**config.mk**
```make
export PLATFORM = sky130hd
export DESIGN_NAME = timekeeper_core
export DESIGN_NICKNAME = d
export VERILOG_FILES = /design/src/rtl/timekeeper_pkg.sv /design/src/rtl/bin2bcd_6b.sv /design/src/rtl/timekeeper_core.sv
export SDC_FILE = /design/constraint.sdc
export NUM_CORES = 1
export LEC_CHECK = 0
export ABC_CLOCK_PERIOD_IN_PS = 8500
export CAP_MARGIN = 10
export CORE_MARGIN = 2
export CORE_UTILIZATION = 60
export CTS_BUF_LIST = sky130_fd_sc_hd__clkbuf_16
export DETAILED_ROUTE_END_ITERATION = 10
export PLACE_DENSITY_LB_ADDON = 0.3
export SYNTH_ARGS = -nofsm -noshare
export SYNTH_HDL_FRONTEND = slang
export SYNTH_SLANG_ARGS = --single-unit
```
**constraint.sdc**
```tcl
create_clock -name CLOCK_50MHz -period 8.5 [get_ports CLOCK_50MHz]
set_input_delay 2.55 -clock CLOCK_50MHz [delete_from_list [all_inputs] [get_ports CLOCK_50MHz]]
set_output_delay 2.55 -clock CLOCK_50MHz [all_outputs]
set_load 0.005 [all_outputs]
```
**src/rtl/timekeeper_pkg.sv**
```systemverilog
// Shared definitions for the timekeeping core: time field width, field
// select codes for the set handshake, FSM state type and the sec/min limits.
package timekeeper_pkg;

  localparam int unsigned TF_W = 6;
  typedef logic [TF_W-1:0] tfield_t;

  localparam tfield_t SEC_LIMIT = 6'd60;
  localparam tfield_t MIN_LIMIT = 6'd60;
  localparam tfield_t SEC_LAST  = 6'd59;
  localparam tfield_t MIN_LAST  = 6'd59;

  typedef enum logic [1:0] {
    FLD_SEC  = 2'd0,
    FLD_MIN  = 2'd1,
    FLD_HOUR = 2'd2,
    FLD_RSVD = 2'd3
  } field_e;

  typedef enum logic {
    ST_RUN = 1'b0,
    ST_SET = 1'b1
  } state_e;

endpackage

```
**src/rtl/bin2bcd_6b.sv**
```systemverilog
// 6-bit binary to two-digit BCD converter, purely combinational.
// Ports:
//   bin_i  in  6  binary value (0..63)
//   bcd_o  out 8  {tens, ones}
// Built as a compare-equal lookup so no divider or subtract chain is inferred.
module bin2bcd_6b
  import timekeeper_pkg::*;
(
  input  logic [TF_W-1:0] bin_i,
  output logic [7:0]      bcd_o
);

  always_comb begin
    bcd_o = '0;
    for (int unsigned t = 0; t < 7; t++) begin
      for (int unsigned o = 0; o < 10; o++) begin
        if (32'(bin_i) == (t * 10 + o)) begin
          bcd_o = {4'(t), 4'(o)};
        end
      end
    end
  end

endmodule

```
**src/rtl/timekeeper_core.sv**
```systemverilog
// HH:MM:SS timekeeping core: prescaler-driven 1 Hz tick, sec/min/hour
// counters, field-addressed set handshake with range check, 12/24 h display
// with PM flag and a registered day-rollover pulse.
// Optional feature macro: TIMEKEEPER_ALARM_EN (adds alarm_hour/alarm_min/
// alarm_arm inputs and the alarm_fire pulse output).
// Ports:
//   CLOCK_50MHz  in   system clock (rising edge)
//   RESET        in   asynchronous active-high reset
//   run_en       in   prescaler advance enable (freeze, not clear)
//   set_req      in   request SET state
//   set_field    in   0 sec, 1 min, 2 hour, 3 reserved
//   set_value    in   value written by set_strobe
//   set_strobe   in   write strobe (SET state only)
//   set_commit   in   leave SET, restart prescaler
//   mode_12h     in   12 h display select
//   hour_bcd/min_bcd/sec_bcd out  BCD display digits
//   is_pm        out  internal hour >= 12
//   tick_1hz     out  one-cycle pulse per second
//   day_pulse    out  one-cycle pulse on day rollover
//   setting      out  high in SET state
//   set_err      out  one-cycle pulse on rejected strobe
module timekeeper_core
  import timekeeper_pkg::*;
#(
  parameter int unsigned CLK_HZ    = 50_000_000,
  parameter int unsigned HOURS_DAY = 24,
  parameter int unsigned PRESC_W   = 26
) (
  input  logic            CLOCK_50MHz,
  input  logic            RESET,
  input  logic            run_en,
  input  logic            set_req,
  input  logic [1:0]      set_field,
  input  logic [5:0]      set_value,
  input  logic            set_strobe,
  input  logic            set_commit,
  input  logic            mode_12h,
`ifdef TIMEKEEPER_ALARM_EN
  input  logic [5:0]      alarm_hour,
  input  logic [5:0]      alarm_min,
  input  logic [0:0]      alarm_arm,
  output logic [0:0]      alarm_fire,
`endif
  output logic [7:0]      hour_bcd,
  output logic [7:0]      min_bcd,
  output logic [7:0]      sec_bcd,
  output logic            is_pm,
  output logic            tick_1hz,
  output logic            day_pulse,
  output logic            setting,
  output logic            set_err
);

  localparam logic [PRESC_W-1:0] PRESC_TC   = PRESC_W'(CLK_HZ - 1);
  localparam tfield_t            HOUR_LAST  = TF_W'(HOURS_DAY - 1);
  localparam logic [TF_W:0]      HOUR_LIMIT = (TF_W + 1)'(HOURS_DAY);

  state_e               state_q, state_d;
  logic [PRESC_W-1:0]   presc_q, presc_d;
  tfield_t              sec_q, sec_d;
  tfield_t              min_q, min_d;
  tfield_t              hour_q, hour_d;
  logic                 tick_q, tick_d;
  logic                 day_q, day_d;
  logic                 err_q, err_d;
  logic                 setting_q, setting_d;
`ifdef TIMEKEEPER_ALARM_EN
  logic                 alarm_q, alarm_d;
`endif

  always_comb begin
    state_d  = state_q;
    presc_d  = presc_q;
    sec_d    = sec_q;
    min_d    = min_q;
    hour_d   = hour_q;
    tick_d   = 1'b0;
    day_d    = 1'b0;
    err_d    = 1'b0;
`ifdef TIMEKEEPER_ALARM_EN
    alarm_d  = 1'b0;
`endif
    case (state_q)
      ST_RUN: begin
        if (run_en) begin
          if (presc_q == PRESC_TC) begin
            presc_d = '0;
            tick_d  = 1'b1;
            if (sec_q == SEC_LAST) begin
              sec_d = '0;
              if (min_q == MIN_LAST) begin
                min_d = '0;
                if (hour_q == HOUR_LAST) begin
                  hour_d = '0;
                  day_d  = 1'b1;
                end else begin
                  hour_d = hour_q + tfield_t'(1);
                end
              end else begin
                min_d = min_q + tfield_t'(1);
              end
            end else begin
              sec_d = sec_q + tfield_t'(1);
            end
`ifdef TIMEKEEPER_ALARM_EN
            alarm_d = alarm_arm[0] && (sec_d == '0) && (min_d == alarm_min) &&
                      (hour_d == alarm_hour);
`endif
          end else begin
            presc_d = presc_q + PRESC_W'(1);
          end
        end
        // Any tick due this cycle has already been folded into the _d values.
        if (set_req) begin
          state_d = ST_SET;
          presc_d = '0;
        end
      end
      ST_SET: begin
        presc_d = '0;
        if (set_strobe) begin
          case (field_e'(set_field))
            FLD_SEC:  if (set_value < SEC_LIMIT) sec_d = set_value; else err_d = 1'b1;
            FLD_MIN:  if (set_value < MIN_LIMIT) min_d = set_value; else err_d = 1'b1;
            FLD_HOUR: if ({1'b0, set_value} < HOUR_LIMIT) hour_d = set_value; else err_d = 1'b1;
            FLD_RSVD: err_d = 1'b1;
          endcase
        end
        if (set_commit) begin
          state_d = ST_RUN;
        end
      end
    endcase
    setting_d = (state_d == ST_SET);
  end

  always_ff @(posedge CLOCK_50MHz or posedge RESET) begin
    if (RESET) begin
      state_q   <= ST_RUN;
      presc_q   <= '0;
      sec_q     <= '0;
      min_q     <= '0;
      hour_q    <= '0;
      tick_q    <= 1'b0;
      day_q     <= 1'b0;
      err_q     <= 1'b0;
      setting_q <= 1'b0;
`ifdef TIMEKEEPER_ALARM_EN
      alarm_q   <= 1'b0;
`endif
    end else begin
      state_q   <= state_d;
      presc_q   <= presc_d;
      sec_q     <= sec_d;
      min_q     <= min_d;
      hour_q    <= hour_d;
      tick_q    <= tick_d;
      day_q     <= day_d;
      err_q     <= err_d;
      setting_q <= setting_d;
`ifdef TIMEKEEPER_ALARM_EN
      alarm_q   <= alarm_d;
`endif
    end
  end

  // 12 h mapping: 0 -> 12, 13.. -> hour-12 via compare-equal lookup.
  tfield_t hour_disp;
  always_comb begin
    hour_disp = hour_q;
    if (mode_12h) begin
      if (hour_q == '0) begin
        hour_disp = 6'd12;
      end else if (hour_q > 6'd12) begin
        for (int unsigned k = 1; k <= 51; k++) begin
          if (hour_q == TF_W'(k + 12)) hour_disp = TF_W'(k);
        end
      end
    end
  end

  bin2bcd_6b u_hour_bcd (.bin_i(hour_disp), .bcd_o(hour_bcd));
  bin2bcd_6b u_min_bcd  (.bin_i(min_q),     .bcd_o(min_bcd));
  bin2bcd_6b u_sec_bcd  (.bin_i(sec_q),     .bcd_o(sec_bcd));

  assign is_pm     = (hour_q >= 6'd12);
  assign tick_1hz  = tick_q;
  assign day_pulse = day_q;
  assign setting   = setting_q;
  assign set_err   = err_q;
`ifdef TIMEKEEPER_ALARM_EN
  assign alarm_fire = alarm_q;
`endif

endmodule

```
==> key figures <==
Floorplanning
  – Core Area: 0.00733 mm2
  – Die ar.: 0.00838 mm2
  – # IOs: 44
  – Cell Rows: 31
  – Starting Density: 62.7%
  – Die Ht: 91.6 um
  – Die width: 91.6 um

Cells and area
  – Final net count: 661
  – Fill cells: 602
  – Multi-input gate area: 0.00310 mm2
  – Share of layout cells above drive strength 1: 4.26%
  – Area Overhead vs Synth: 9.55%
  – Post-layout util: 68.7%
  – Diodes inserted: 0
  – Register area: 0.00120 mm2

Worst setup path
  – Worst r2r src: presc_q[13]
  – CP Class: in2out
  – Worst path slowest cell: clkdlybuf4s50_1
  – Crit path from: mode_12h
  – CP Cell Sequence: clkdlybuf4s50_1 > nand2_1 > a2bb2oi_1 > o22ai_1 > a21o_1 > o21ai_0 > and3_1 > nor2b_1 > a211o_1 > clkdlybuf4s50_1
  – Crit path DAT: 5.32 ns
  – Most common cell on crit path: clkdlybuf4s50_1
  – Crit path max-delay family: buffers and inverters
  – Flop-to-flop setup slack: 5.84 ns
  – Slowest cell delay on critical path: 0.72 ns
  – Type of origin of the critical path: input pin
  – Req. time, crit path: 5.95 ns
  – Reg2Reg Depth: 7
  – Crit. End Element: primary output
  – CP Max Fanout: 11
  – FF-to-FF End: presc_q[24]
  – CP Buf/Inv Count: 2

Synth
  – Most frequent cells after synthesis: nand2_1, o21ai_0, nor2_1
  – Seq cells post-synth: 48
  – Post-synth EDFFs: 0
  – Syn Inst Count: 635
  – Area contributors post-synth: dfrtp_1, o21ai_0, nand2_1, nor2_1, a21oi_1
  – Synthesized area per cell: 7.24 um2
  – Async SR Flop Fraction: 100%
  – Simple-Gate Fraction of Synth Area: 28.1%
  – Prevailing post-synth register cell: dfrtp_1
  – Synth warn: 0
  – Compound-cell area share of the yosys netlist: 30.0%
  – Synth top area share: 26.1%
  – Area of the mapped netlist: 0.00460 mm2
  – Yosys cell types: 76
  – Sequential fraction of the synthesis area: 26.1%
  – Adder-Cell Fraction of Synth Area: 4.19%
  – Largest family of logic cells by synthesized area: compound AO/OA/AOI/OAI gates
  – Yosys top cell by area: dfrtp_1
  – Mux cell area share after synthesis: 2.50%
  – Synth Area in XOR/XNOR: 2.29%

Route
  – Routed met3 length: 685 um
  – Post-route ant nets: 0
  – DRC viols: 0
  – Post-Route WL: 11.6 mm
  – Top sig layer: met4
  – WL/cell: 15.8 um
  – Via density: 6.45
  – Via count: 4729
  – Met1 Wirelength: 4.97 mm
  – DRT iter0 DRCs: 369
  – DR pass1 iterations: 5
  – Met2 wire length: 5.74 mm

Hold path
  – Hold path startpoint: presc_q[25]
  – Hold WC Path Type: reg2reg
  – Hold path depth: 1
  – WHS Endpoint: presc_q[25]

Pwr
  – Leak: 1.95 nW
  – Pwr Total: 1.73 mW
  – Switch share: 48.0%
  – PwrDens: 343 mW/mm2
  – Max VDD drop: 0.000137 V
  – Clock power frac: 10.8%
  – Comb pwr share: 65.1%
  – Flop pwr share: 24.1%
  – P_int: 0.899 mW
  – Sw power: 0.829 mW

Global routing
  – Overflow left after global routing: 0
  – Initial antenna violation count: 0
  – First-pass GRT wire length: 19.6 mm
  – Pin count of the biggest net entering global routing: 49
  – GRT Total Usage: 27.7%
  – Vias in the first global route: 4352

Clock network
  – Num CTS Buffers: 5
  – Hold buffers post-CTS: 0
  – Post CTS Setup Buffer Count: 0
  – Clock Latency Late Sink: 0.29 ns
  – CTS tree: done
  – H-tree levels: 2
  – Worst-path clk slew: 0.06 ns
  – Clk buf depth: 2
  – CTS resizes: 0
  – Num Clock Sinks: 48
  – Root buffer cell: clkbuf_16

Placed design
  – Routability congestion estimate: 0.950
  – Port bufs: 40
  – Post-DP HPWL: 8.16 mm
  – Post-place setup slack: 0.664 ns

STA
  – Setup TNS Final: 0 ns
  – Worst rel slew slack: 29.5%
  – Min cycle time layout: 7.87 ns
  – Final WS setup: 0.626 ns
  – Fin crit share: 92.6%
  – Clk_skew: 0.00797 ns
  – Endpoints failing setup: 0
  – Slew Viols, Final: 0
  – Fin. Hold Viols: 0
  – Worst Tran Pin Value: 1.05 ns
  – Max Freq: 0.127 GHz
  – RSZ-0062 raised after global routing: no

Job
  – Max-cap viol count: 0

Run status
  – Status: finished, final reports clean
[state kept, by name, indices dropped and copies added (netlist names)]
name and count:
presc_q 26, hour_q 6, min_q 6, sec_q 6
day_pulse 1, set_err 1, setting 1, tick_1hz 1
[per-stage QoR]
step           cell area (um2)  std cells  hold slack, ns
2_1_floorplan             4610        637           0.437
3_3_place_gp              4900        725           0.456
3_5_place_dp              4900        725           0.458
4_1_cts                   5040        733           0.472
5_1_grt                   5040        733           0.494
6_report                  5040        733           0.483
[cells by family (layout without fill, tap and decap cells)]
logic type	count (synthesis)	in the layout
AO/OA/AOI/OAI	216	216
adder cells (fa/ha/maj)	16	16
buffers and inverters	70	67
other	1	3
multiplexers	11	11
XOR/XNOR	12	12
AND/OR/NAND/NOR	261	261
flip-flops	48	48
[placed cells by master, fill, tap and decap left out, drive strengths merged, types with 6 or more instances in the layout]
master,Yosys,routed
dfrtp,48,48
ha,13,13
o21ai,92,92
nor3b,6,6
nor2,59,59
nand3,32,32
nand4,7,7
or2,6,6
nand2b,7,7
clkdlybuf4s50,0,40
nor2b,18,18
inv,17,19
xor2,7,7
a21oi,42,42
a21o,6,6
and2,7,7
nand2,74,74
a31oi,10,10
o22ai,6,6
nor3,20,20
mux2i,10,10
and3,6,6
[worst max path at each step]
stage                   to  slack [ns]  depth (start not counted)
2_1_floorplan  hour_bcd[4]        1.86                          8
5_1_grt        hour_bcd[4]        0.47                         10
6_report       hour_bcd[4]        0.63                         10
3_5_place_dp   hour_bcd[4]        0.66                         10
4_1_cts        hour_bcd[4]        0.67                         10
3_3_place_gp   hour_bcd[4]        0.73                         10
[final cells by class]
cell class              instances  area share, %
clock buffers                   5           2.48
flip-flops and latches         48           23.8
inverters                      17           1.27
multi-input cells             519           61.5
clock inverters                 3          0.223
repair buffers                 42           8.24
well taps                      99           2.46
[per-layer routing]
metal | GRT usage (%) | vias to the layer above
met2 | 48.6 | 185
met3 | 3.49 | 23
met1 | 35.2 | 2221
met4 | 9.22 | 0
met5 | 0 | -
li1 | - | 2300
[power by group through the flow]
| stage | clock network (mW) | logic [mW] | registers (mW) |
|---|---|---|---|
| floorplan | 0 | 0.899 | 0.293 |
| global placement | 0 | 1.08 | 0.414 |
| detailed placement | 0 | 1.11 | 0.418 |
| global route | 0.198 | 1.24 | 0.435 |
| finish | 0.186 | 1.13 | 0.417 |
| CTS | 0.189 | 1.11 | 0.414 |
Power figures use the tool's default switching activity.
